## config.mk

```make
export PLATFORM = sky130hd
export DESIGN_NAME = microwave_timer_ctrl
export DESIGN_NICKNAME = d
export VERILOG_FILES = /design/src/rtl/microwave_timer_ctrl.sv
export SDC_FILE = /design/constraint.sdc
export NUM_CORES = 1
export LEC_CHECK = 0
export BUFFER_PORTS_ARGS = -buffer_cell sky130_fd_sc_hd__buf_2
export CELL_PAD_IN_SITES_DETAIL_PLACEMENT = 1
export CELL_PAD_IN_SITES_GLOBAL_PLACEMENT = 1
export CORE_UTILIZATION = 40
export CTS_CLUSTER_SIZE = 8
export DETAILED_ROUTE_END_ITERATION = 10
export PLACE_DENSITY = 0.84
export SETUP_SLACK_MARGIN = 0.5
export SLEW_MARGIN = 20
export SYNTH_ARGS = -nofsm -noshare
export SYNTH_HDL_FRONTEND = slang
export SYNTH_SLANG_ARGS = --single-unit
```

## constraint.sdc

```tcl
create_clock -name clk -period 2.7 [get_ports clk]
set_clock_uncertainty 0.15 [all_clocks]
set_input_delay 0.135 -clock clk [delete_from_list [all_inputs] [get_ports clk]]
set_output_delay 0.135 -clock clk [all_outputs]
set_load 0.02 [all_outputs]
```

## src/rtl/microwave_timer_ctrl.sv

```systemverilog
// Microwave cook-time controller: BCD keypad entry, 1 Hz countdown, door interlock
// and a completion flag held for DONE_HOLD ticks.
module microwave_timer_ctrl #(
    parameter int unsigned DONE_HOLD = 3
) (
    input  logic       clk,
    input  logic       rst_n,
    input  logic       tick_1hz,
    input  logic       key_valid,
    input  logic [3:0] key_digit,
    input  logic       start,
    input  logic       stop_clear,
    input  logic       door_closed,
    output logic [3:0] sec_ones,
    output logic [3:0] sec_tens,
    output logic [3:0] min,
    output logic       mag_on,
    output logic       timer_done
);

    typedef enum logic [2:0] {IDLE, SETTING, COOKING, PAUSED, DONE} state_t;

    localparam logic [3:0] HOLD_LAST = 4'(DONE_HOLD - 1);

    state_t     state, state_nxt;
    logic [3:0] ones_nxt, tens_nxt, min_nxt;
    logic [3:0] hold_cnt, hold_nxt;
    logic       count_zero, count_one, key_ok;

    assign count_zero = (min == 4'd0) && (sec_tens == 4'd0) && (sec_ones == 4'd0);
    assign count_one  = (min == 4'd0) && (sec_tens == 4'd0) && (sec_ones == 4'd1);
    // A shifted-in key would move sec_ones into sec_tens, which must stay 0..5.
    assign key_ok     = (key_digit <= 4'd9) && (sec_ones <= 4'd5);

    assign mag_on = (state == COOKING) && door_closed;

    always_ff @(posedge clk) begin
        if (!rst_n) begin
            state      <= IDLE;
            sec_ones   <= 4'd0;
            sec_tens   <= 4'd0;
            min        <= 4'd0;
            hold_cnt   <= 4'd0;
            timer_done <= 1'b0;
        end else begin
            state      <= state_nxt;
            sec_ones   <= ones_nxt;
            sec_tens   <= tens_nxt;
            min        <= min_nxt;
            hold_cnt   <= hold_nxt;
            timer_done <= (state_nxt == DONE);
        end
    end

    // Commands are resolved in strict priority: stop_clear, door open, start, key, tick.
    always_comb begin
        state_nxt = state;
        ones_nxt  = sec_ones;
        tens_nxt  = sec_tens;
        min_nxt   = min;
        hold_nxt  = hold_cnt;

        if (stop_clear) begin
            if (state == COOKING) begin
                state_nxt = PAUSED;
            end else if (state != IDLE) begin
                state_nxt = IDLE;
                ones_nxt  = 4'd0;
                tens_nxt  = 4'd0;
                min_nxt   = 4'd0;
                hold_nxt  = 4'd0;
            end
        end else if (!door_closed && (state == COOKING || state == DONE)) begin
            if (state == COOKING) begin
                state_nxt = PAUSED;
            end else begin
                state_nxt = IDLE;
                ones_nxt  = 4'd0;
                tens_nxt  = 4'd0;
                min_nxt   = 4'd0;
                hold_nxt  = 4'd0;
            end
        end else if (start && (state == SETTING || state == PAUSED)) begin
            if (door_closed && !count_zero) begin
                state_nxt = COOKING;
            end
        end else if (key_valid && (state == IDLE || state == SETTING)) begin
            if (key_ok) begin
                min_nxt   = sec_tens;
                tens_nxt  = sec_ones;
                ones_nxt  = key_digit;
                state_nxt = SETTING;
            end
        end else if (tick_1hz) begin
            if (state == COOKING) begin
                if (sec_ones != 4'd0) begin
                    ones_nxt = sec_ones - 4'd1;
                end else if (sec_tens != 4'd0) begin
                    ones_nxt = 4'd9;
                    tens_nxt = sec_tens - 4'd1;
                end else begin
                    ones_nxt = 4'd9;
                    tens_nxt = 4'd5;
                    min_nxt  = min - 4'd1;
                end
                if (count_one) begin
                    state_nxt = DONE;
                    hold_nxt  = 4'd0;
                end
            end else if (state == DONE) begin
                if (hold_cnt == HOLD_LAST) begin
                    state_nxt = IDLE;
                    hold_nxt  = 4'd0;
                end else begin
                    hold_nxt = hold_cnt + 4'd1;
                end
            end
        end
    end

endmodule

```

==> out/results.ini <==
[logic_synthesis]
synth-seq-area-share_pct = 28.60
postSynthCellCount = 184
avgSynthCellArea_um2 = 7.609
synth_area_leader_cell = dfxtp_1
ys_top_cells_by_area = dfxtp_1 29%, nor2_1 6.2%, a21oi_1 6.1%
synth_edf_count = 0
synth_warnings = 0
async_reset_ff_share_pct = 0
synth_ff_type = dfxtp_1
ys_types = 47
synth_area_um2 = 1400
yosys_register_bits = 20
synth_fp_nets = 199
synth_common_cells = 23 x nor2_1, 20 x dfxtp_1, 18 x nand2_1, 17 x a21oi_1, 16 x o21ai_0
post-synth-top-count-cell = nor2_1
synth_top_area_share_pct = 28.60

[detailed_routing]
ant_nets = 0
finalWirelength_mm = 4.413
drtIter0Drc = 72
wl_per_cell_um = 17.17
drtPass1Iterations = 4
vias = 1481
via_per_inst = 5.763
drc_errors = 0

[finish]
n_fill_cell = 425
finalNonFillerCells = 257
drive_above_1_share_pct = 28.44
antennaDiodeCount = 0
synthToLayoutAreaGrowth_pct = 23.50
nNetsFinal = 227

[sta]
post-route-period-util_pct = 79.30
fin_tns_setup_ns = 0
max_freq_mhz = 467.0
period_minus_slack_ns = 2.141
relSlewSlack_pct = 66.05
hold_ws_ns = 0.003787
setup_viol = 0
slew_viol_final = 0
hold_violations = 0
rsz0062_at_grt = true
tightest_slew_ns = 0.5055

[hold_path]
min_path_cells = 4
min_to = sec_ones[1]
holdCritPathClass = input pin to flip-flop
min_from = key_digit[1]

[global_routing]
grt_pass1_vias = 1463
gr-usage-met1_pct = 32.36
grt_pass1_wl_mm = 7.093
antenna_found_initial = 0
grt_start_max_net_pins = 15
grt-busiest-layer = met2
track_usage_pct = 26.02
gr-total-overflow = 0
gr-usage-met3_pct = 1.891
use_met2_pct = 47.05

[critical_path]
rr_startpoint = sec_tens[3]
cp.required_ns = 2.77
start_kind = flip-flop
cp.arrival_ns = 2.21
critPathKind = flip-flop to flip-flop
rrSetupSlack_ns = 0.56
rr_endpoint = hold_cnt[1]
path_max_fanout = 5
rr_worst_depth = 6
cp-end-kind = flip-flop

[pwr]
p_per_area_nw_per_um2 = 411.3
p_leak_uw = 0.0006926
ir_worst_vdd_uv = 193.8

[floorplan]
core-area_um2 = 3337
die_x_um = 61.16
start_util_pct = 41.96
fp.dieArea_um2 = 3741
dieHeight_um = 61.16
io_pins = 25
num_rows = 21

[cts]
tritoncts = yes
cts_buffer_depth = 2
h-tree-depth = 1
clock_sinks = 20
cts_buffers = 3
clk_pin_slew_ns = 0.13
clock_latency_ns = 0.33
root_buffer = clkbuf_4

[outcome]
outcome = finished clean

[placed_design]
gp_congestion = 0.8787
dp.cells = 247
dpl.hpwl_mm = 3.187
io_buffers = 24

[run]
maxCapViolCount = 0

[per-layer routing]
layer / wire [um] / part of all wire (%) / up-vias
met5: 0 / 0 / -
met4: 93 / 2.1 / 0
met3: 180 / 4.1 / 9
met2: 2280 / 52 / 43
met1: 1858 / 42 / 713
li1: - / - / 716
[cell families (layout without fill, tap and decap cells)]
group / after synthesis / count (layout) / synth area share, %
buf+inv: 17 / 44 / 4.825
xor+xnor: 4 / 4 / 2.503
mux: 4 / 4 / 2.860
fa+ha+maj: 4 / 4 / 3.575
simple gates: 81 / 81 / 32.80
compound gates: 54 / 54 / 24.84
flops: 20 / 20 / 28.60
[registers in the layout, indices dropped and copies added, names as in the netlist]
| register | cells |
|---|---|
| timer_done | 1 |
| sec_tens | 4 |
| hold_cnt | 4 |
| sec_ones | 4 |
| min | 4 |
| state | 3 |
[worst max-delay path, stage by stage, from the launching register on]
cell      delay (ns)
dfxtp_4         0.37
or4_4           0.54
nor4b_4         0.27
a21oi_2         0.12
a211oi_4        0.30
mux2i_1         0.24
nor2_1          0.05
[placed cells by master (no fill, tap or decap), types with 3 or more instances in the layout]
cell type | synthesis | final
buf_2 | 3 | 24
nor2_1 | 23 | 23
nand2_1 | 18 | 18
a21oi_1 | 17 | 15
o21ai_0 | 16 | 14
dfxtp_1 | 20 | 13
inv_1 | 9 | 9
nand3_1 | 7 | 7
buf_4 | 0 | 6
or3_1 | 5 | 5
mux2i_1 | 4 | 4
ha_1 | 4 | 4
dfxtp_2 | 0 | 4
nor2b_1 | 3 | 3
a21oi_2 | 1 | 3
nor3_1 | 3 | 3
xnor2_1 | 3 | 3
o21a_1 | 3 | 3
clkbuf_4 | 0 | 3
dfxtp_4 | 0 | 3
[area by class of cell]
class	count	area, um2	share of cell area [%]
Multi-Input combinational cell	147	1010	58.39
Sequential cell	20	416.7	24.10
Timing Repair Buffer	31	175.2	10.13
Tap cell	46	57.56	3.329
Clock buffer	4	36.28	2.098
Inverter	9	33.78	1.954
[metrics by stage]
stage / setup slack [ns] / area, um2 / power (uW) / util [%]
after detailed placement: 0.1996 / 1551 / 492.2 / 46.49
after floorplan: 0.5268 / 1400 / 441.0 / -
after global routing: 0.4087 / 1729 / 747.7 / 51.82
final: 0.5588 / 1729 / 711.2 / 51.82
after global placement: 0.3225 / 1551 / 484.9 / 46.49
after CTS: 0.4601 / 1677 / 699.1 / 50.24
[where the power goes]
part	total, uW	internal, uW	switching (uW)
sequential	323	303	19.6
clock	196	82.8	113
combinational	192	81.6	111
total	711	467	244
[how the worst max path moves through the flow]
stage                 from           to  slack (ns)  cells past startpoint
5_1_grt        sec_tens[0]  hold_cnt[1]        0.41                      6
2_1_floorplan  sec_tens[0]  hold_cnt[3]        0.53                      6
3_3_place_gp      state[2]  sec_tens[2]        0.32                      6
3_5_place_dp      state[2]       min[0]        0.20                      6
6_report       sec_tens[3]  hold_cnt[1]        0.56                      6
4_1_cts        sec_tens[3]  hold_cnt[1]        0.46                      6
[repair_timing]
item                                   CTS  global route
pin swaps                                7             3
buffers inserted                         3             2
endpoints found under the hold margin    3             0
setup endpoints to repair               18            19
gates resized for setup                 15            12
hold buffers                             1             0
(Power assumes the default switching activity.)
